## src/rtl/sobel_radicand_gen.sv

```systemverilog
// Streaming 3x3 Sobel front end: two line buffers plus a sliding window feed a
// 3-stage pipeline that emits the saturated radicand Gx^2 + Gy^2 per interior pixel.
module sobel_radicand_gen #(
    parameter int unsigned IMG_W = 8,
    parameter int unsigned IMG_H = 8
) (
    input  logic        clk,
    input  logic        rst_n,
    input  logic [7:0]  pix_in,
    input  logic        pix_valid,
    input  logic        sof,
    output logic [15:0] rad_out,
    output logic        rad_valid,
    output logic        rad_last
);

    localparam int unsigned CW = $clog2(IMG_W);
    localparam int unsigned RW = $clog2(IMG_H);

    logic [CW-1:0] col_q, col_d, cur_col;
    logic [RW-1:0] row_q, row_d, cur_row;

    logic [7:0] lb1_q [IMG_W];
    logic [7:0] lb2_q [IMG_W];
    logic [7:0] w_q [3][3];

    logic               trig_q, last1_q;
    logic               v2_q, last2_q;
    logic signed [10:0] gx_q, gy_q, gx_d, gy_d;
    logic [15:0]        rad_out_q, rad_out_d;
    logic               rad_valid_q, rad_last_q;

    // sof overrides the counters so a partial frame is abandoned on the spot
    always_comb begin
        cur_col = sof ? '0 : col_q;
        cur_row = sof ? '0 : row_q;
        col_d   = col_q;
        row_d   = row_q;
        if (pix_valid) begin
            if (cur_col == CW'(IMG_W - 1)) begin
                col_d = '0;
                row_d = (cur_row == RW'(IMG_H - 1)) ? '0 : cur_row + RW'(1);
            end else begin
                col_d = cur_col + CW'(1);
                row_d = cur_row;
            end
        end
    end

    always_ff @(posedge clk) begin
        if (pix_valid) begin
            lb1_q[cur_col] <= pix_in;
            lb2_q[cur_col] <= lb1_q[cur_col];
            for (int r = 0; r < 3; r++) begin
                w_q[r][0] <= w_q[r][1];
                w_q[r][1] <= w_q[r][2];
            end
            w_q[0][2] <= lb2_q[cur_col];
            w_q[1][2] <= lb1_q[cur_col];
            w_q[2][2] <= pix_in;
        end
    end

    function automatic logic [9:0] wsum(input logic [7:0] a, input logic [7:0] b,
                                        input logic [7:0] c);
        return 10'(a) + (10'(b) << 1) + 10'(c);
    endfunction

    always_comb begin
        gx_d = $signed({1'b0, wsum(w_q[0][2], w_q[1][2], w_q[2][2])})
             - $signed({1'b0, wsum(w_q[0][0], w_q[1][0], w_q[2][0])});
        gy_d = $signed({1'b0, wsum(w_q[2][0], w_q[2][1], w_q[2][2])})
             - $signed({1'b0, wsum(w_q[0][0], w_q[0][1], w_q[0][2])});
    end

    always_ff @(posedge clk) begin
        gx_q <= gx_d;
        gy_q <= gy_d;
    end

    // Squaring magnitudes keeps the multipliers unsigned; 1020^2 * 2 fits in 21 bits
    logic [9:0]  gx_abs, gy_abs;
    logic [19:0] gx_sq, gy_sq;
    logic [20:0] sum_sq;

    always_comb begin
        gx_abs    = gx_q[10] ? 10'(-gx_q) : gx_q[9:0];
        gy_abs    = gy_q[10] ? 10'(-gy_q) : gy_q[9:0];
        gx_sq     = 20'(gx_abs) * 20'(gx_abs);
        gy_sq     = 20'(gy_abs) * 20'(gy_abs);
        sum_sq    = 21'(gx_sq) + 21'(gy_sq);
        rad_out_d = rad_out_q;
        if (v2_q) begin
            rad_out_d = (sum_sq > 21'd65535) ? 16'hFFFF : sum_sq[15:0];
        end
    end

    always_ff @(posedge clk or negedge rst_n) begin
        if (!rst_n) begin
            col_q       <= '0;
            row_q       <= '0;
            trig_q      <= 1'b0;
            last1_q     <= 1'b0;
            v2_q        <= 1'b0;
            last2_q     <= 1'b0;
            rad_out_q   <= '0;
            rad_valid_q <= 1'b0;
            rad_last_q  <= 1'b0;
        end else begin
            col_q       <= col_d;
            row_q       <= row_d;
            trig_q      <= pix_valid && (cur_row >= RW'(2)) && (cur_col >= CW'(2));
            last1_q     <= pix_valid && (cur_row == RW'(IMG_H - 1))
                                     && (cur_col == CW'(IMG_W - 1));
            v2_q        <= trig_q;
            last2_q     <= last1_q;
            rad_out_q   <= rad_out_d;
            rad_valid_q <= v2_q;
            rad_last_q  <= last2_q;
        end
    end

    assign rad_out   = rad_out_q;
    assign rad_valid = rad_valid_q;
    assign rad_last  = rad_last_q;

endmodule

```

## config.mk

```make
export PLATFORM = sky130hd
export DESIGN_NAME = sobel_radicand_gen
export DESIGN_NICKNAME = d
export VERILOG_FILES = /design/src/rtl/sobel_radicand_gen.sv
export SDC_FILE = /design/constraint.sdc
export NUM_CORES = 1
export LEC_CHECK = 0
export CORE_AREA = 2 2 187 189
export CTS_CLUSTER_DIAMETER = 50
export DETAILED_ROUTE_END_ITERATION = 16
export DIE_AREA = 0 0 189 191
export GPL_ROUTABILITY_DRIVEN = 0
export PLACE_DENSITY = 0.66
export SYNTH_ARGS = -nofsm -noshare
export SYNTH_HDL_FRONTEND = slang
export SYNTH_SLANG_ARGS = --single-unit
```

## constraint.sdc

```tcl
create_clock -name clk -period 11.4 [get_ports clk]
set_input_delay 2.28 -clock clk [delete_from_list [all_inputs] [get_ports clk]]
set_output_delay 2.28 -clock clk [all_outputs]
set_load 0.01 [all_outputs]
```

Word-level counts from Yosys, hierarchy flattened
Memories as Yosys holds them, arrays and structs flattened. Index checks and enable logic that the tools add are counted. Widths: inputs -> output; s select.

Divide/modulo/power cells: 0. Bitwise logic cells: 0. Shifts and indexed selects: 0. $add $sub $neg: 15. Multipliers: 2. Reduce and logical (&&, ||, !) cells: 4. Magnitude comparators: 3. Mux-type cells: 10. Eq/ne operators: 2.

Operators by type and width (number): $add 10x8->10 (4); $add 8x9->10 (4); $mul 10x10->20 (2); $sub 10x10->11 (2); $add 20x20->21 (1); $gt 21x16->1 const B (1); $mux 10 (2); $neg 10->10 (2); $mux 16 (1); $mux 3 (5); $add 3x1->3 const B (2); $eq 3x3->1 const B (2); $ge 3x2->1 const B (2); $logic_and 1x1->1 (4); $mux 1 (2).

Bits in latches: 0. Input bits: 12. Bits in read-only memories: 0. Memories kept: 3. Logic and storage cells: 50. Bits in writable memories: 200. Register bits after elaboration: 50.

Memories: w_q (depth 3, width 24, rd ports 3, clocked after Yosys merged registers in 0, wr ports 3, RTL line 25) `logic [7:0] w_q [3][3];`; lb1_q (depth 8, width 8, rd ports 1, clocked after Yosys merged registers in 0, wr ports 1, RTL line 23) `logic [7:0] lb1_q [IMG_W];`; lb2_q (depth 8, width 8, rd ports 1, clocked after Yosys merged registers in 0, wr ports 1, RTL line 24) `logic [7:0] lb2_q [IMG_W];`.

Depth between registers and ports, before layout
Depth after elaboration: 6. Mapped depth: 29. Gate-level depth less buffers: 28.

Worst setup path before layout
Ideal clock, no wire load.

Path type: reg2reg. From: reg gy_q[0]. To: reg rad_out_q[10] (netlist: rad_out[10]). Setup slack: 3.606 ns. Data arrival time: 7.655 ns. Setup time: 0.139 ns. Buffers on the path: 2. Cell stages (with the launch flop): 28. Data required time: 11.261 ns. Path through: dfxtp_1 -> inv_1 -> clkbuf_1 -> ha_1 -> nand2_1 -> or2_2 -> o21ai_0 -> xor2_1 -> or2_2 -> inv_1 -> fa_1 -> fa_1 -> fa_1 -> fa_1 -> fa_1 -> fa_1 -> inv_1 -> fa_1 -> inv_1 -> ha_1 -> a21oi_1 -> o221ai_1 -> a21o_1 -> a311o_1 -> a211o_1 -> o21ai_2 -> buf_6 -> a41oi_2.

Cells in the longest elaborated chain, start to end: 6.

Ends and longest elaborated chain: from (decl) (RTL line 29) `logic signed [10:0] gx_q, gy_q, gx_d, gy_d;`; from (signal assigned) (RTL line 78) `gy_q <= gy_d;`; $neg 10->10 (RTL line 88) `gy_abs = gy_q[10] ? 10'(-gy_q) : gy_q[9:0];`; $mux 10 * (RTL line 88); $mul 10x10->20 * (RTL line 90) `gy_sq = 20'(gy_abs) * 20'(gy_abs);`; $add 20x20->21 * (RTL line 91) `sum_sq = 21'(gx_sq) + 21'(gy_sq);`; $gt 21x16->1 (RTL line 94) `rad_out_d = (sum_sq > 21'd65535) ? 16'hFFFF : sum_sq[15:0];`; $mux 16 * (RTL line 94); to (signal assigned) (RTL line 117) `rad_out_q <= rad_out_d;`; to (decl) (RTL line 30) `logic [15:0] rad_out_q, rad_out_d;`.

Every way passes the cells marked *; elsewhere a longest branch is shown, timed or not. A chain may end at the register's enable or synchronous reset.

Final worst setup path
From: reg gy_q[0]. To: reg rad_out_q[6] (netlist: rad_out[6]).

The elaborated chain is that of the path after synthesis.

==> impl_metrics.ini <==
[route]
routedWlPerCell_um = 17.2
drc = 0
viasPerCell = 5.16
drt_iter0_markers = 487
first_pass_iters = 5
routed_wl_mm = 33.2
postRouteAntennaNets = 0
vias = 9942

[run]
cap_violations = 0

[yosys]
yosysTopAreaCell = edfxtp_1
synthDistinctLibCells = 59
synth.top_cell.area_share_pct = 35.6
yosysSeqAreaShare_pct = 42.3
netlist_area_um2 = 16900
async_flop_share_pct = 11.2
synth-edff-count = 200
synth_area_leaders = edfxtp_1 (36%), fa_1 (23%), ha_1 (8.8%)
ys_warn_count = 0
dominantRegCellSynth = edfxtp_1
syn_nets = 1720
synth_seq_cells = 250
syn_avg_cell_area_um2 = 12.1
synth_cells = 1399

[worst_setup_path]
cp.arrival_ns = 9.15
cpMaxStageDelayCell = xor2_1
worst-path-max-fanout = 16
reg2reg_to = rad_out[6]$_DFFE_PN0P_
critPathMaxStageDelay_ns = 0.85
critPathKind = reg2reg
worstReg2RegStart = gy_q[0]$_DFF_P_
r2r_slack_ns = 2.60
critPathCaptureType = flip-flop
path_common_cell = fa_1
required_ns = 11.75
ff2ff_path_depth = 25
worst_setup_path_start_kind = flip-flop

[finish]
antenna_cells = 0
finalNonFillerCells = 1927
layout_common_cells = inv_1 (275), edfxtp_1 (200), fa_1 (190)
drive_gt1_share_pct = 7.07
nNetsFinal = 1771
syn_to_final_growth_pct = 10.6
final_common_cell = inv_1

[global_route]
first_global_vias = 10600
gr-usage-met1_pct = 23.8
grt_first_pass_wirelength_mm = 54.8
track_usage_pct = 19.3
busiest_layer = met2
grt_max_degree = 56
grt_util_met3_pct = 2.00
grt_overflow_total = 0
use_met2_pct = 35.4
grt_antenna_before_repair = 0

[die]
initial_core_util_pct = 49.5
die_area_um2 = 36100
io_pins = 30
rows = 68
core_area_um2 = 34100
die_w_um = 189
die_h_um = 191

[clock_network]
root_buffer = clkbuf_16
worstSkewPairLatency_ns = 0.57
cts_tree = built
hold_buffers = 0
numCtsBuffers = 28
cts-htree-levels = 1
cts_post_setup_buffers_inserted = 0
clkTransAtPathRegs_ns = 0.06
clk_path_buf_depth = 3
post_cts_resized = 0
cts.sinks = 250

[sta]
finalHoldViolations = 0
hold_slack_ns = 0.344
fin_crit_ns = 8.80
fin_crit_sh_pct = 77.2
skew_ns = 0.0592
setup_viol = 0
worst_pin_slew_ns = 1.06
fmax_ghz = 0.114
maxSlewHeadroom_pct = 29.4
rsz0062_at_grt = false
finalSetupTns_ns = 0
final-max-slew-violation-count = 0

[placement]
io_buffer_count = 29
dpl.hpwl_mm = 25.3
dpl.cell_count = 1875

[outcome]
run_status = completed

[hold_path]
hp-class = reg2reg
hold_end = last2_q$_DFF_PN0_
holdCritStartpoint = last1_q$_DFF_PN0_
whs_path_depth = 0
==> sequential cells by signal, summed over array words and instances (netlist names), 3 cells and up <==
name	cells
w_q	72
gy_q	11
gx_q	11
col_q	3
row_q	3
lb1_q	64
rad_out	16
lb2_q	64
==> cell type report <==
class                   instances  area (um2)
clock buffers                  33         719
fillers                      2865       15400
well taps                     455         569
flip-flops and latches        250        7150
multi-input cells             838        8570
clock inverters                19         164
repair buffers                 52         460
inverters                     280        1050
==> through the flow <==
| step | worst slack (ns) | cell area, um2 | utilization (%) |
|---|---|---|---|
| detailed placement | 2.61 | 17800 | 52.2 |
| CTS | 2.57 | 18700 | 54.7 |
| floorplan | 3.61 | 16900 | - |
| global placement | 2.76 | 17800 | 52.2 |
| global route | 2.03 | 18700 | 54.7 |
| finish | 2.60 | 18700 | 54.7 |
==> worst max-delay path: cells and delay by family, from the launching register on <==
kind / cells / cell delay [ns]
flops: 1 / 0.35
xor+xnor: 1 / 0.85
fa+ha+maj: 9 / 4.28
simple gates: 3 / 0.62
compound gates: 8 / 2.06
buf+inv: 4 / 0.48
==> how the worst max path moves through the flow <==
| stage | to | slack (ns) | cells past startpoint | startpoint |
|---|---|---|---|---|
| 2_1_floorplan | rad_out[10]$_DFFE_PN0P_ | 3.61 | 27 | gy_q[0]$_DFF_P_ |
| 3_3_place_gp | rad_out[6]$_DFFE_PN0P_ | 2.76 | 25 | gy_q[0]$_DFF_P_ |
| 3_5_place_dp | rad_out[4]$_DFFE_PN0P_ | 2.61 | 25 | gy_q[0]$_DFF_P_ |
| 4_1_cts | rad_out[6]$_DFFE_PN0P_ | 2.57 | 25 | gy_q[0]$_DFF_P_ |
| 5_1_grt | rad_out[8]$_DFFE_PN0P_ | 2.03 | 25 | gy_q[0]$_DFF_P_ |
| 6_report | rad_out[6]$_DFFE_PN0P_ | 2.60 | 25 | gy_q[0]$_DFF_P_ |
==> cells in the mapped netlist, types with 5 or more instances <==
cell type	n
o21bai_1	7
a41oi_2	6
a21oi_1	50
o21ai_0	35
clkbuf_1	20
mux4_2	15
ha_1	119
edfxtp_1	200
o31ai_1	7
xnor2_1	33
nand2b_1	21
dfxtp_1	22
nor3_1	7
nor2_1	119
xor2_1	26
buf_2	5
nand3_1	6
fa_1	190
nand2_1	93
a41oi_1	6
a21o_1	19
dfrtp_1	28
a31oi_1	22
inv_1	275
==> logic make-up (layout without fill, tap and decap cells) <==
logic type / after synthesis / in the layout / synth area share (%)
xor+xnor: 59 / 59 / 3.06
buf+inv: 311 / 384 / 7.04
compound gates: 181 / 181 / 7.20
flops: 250 / 250 / 42.3
fa+ha+maj: 309 / 309 / 31.3
simple gates: 269 / 269 / 6.75
mux: 20 / 20 / 2.32
==> routing by layer <==
layer  wire length, um  up-vias  part of all wire [%]
met1             13600     4975                    41
met5                 0        -                     0
met4              1090        0                   3.3
met2             17400      195                    53
li1                  -     4712                     -
met3              1070       60                   3.2
Power is not shown: default switching activity piles up to over one toggle a cycle in this logic, so the estimate is an artifact.
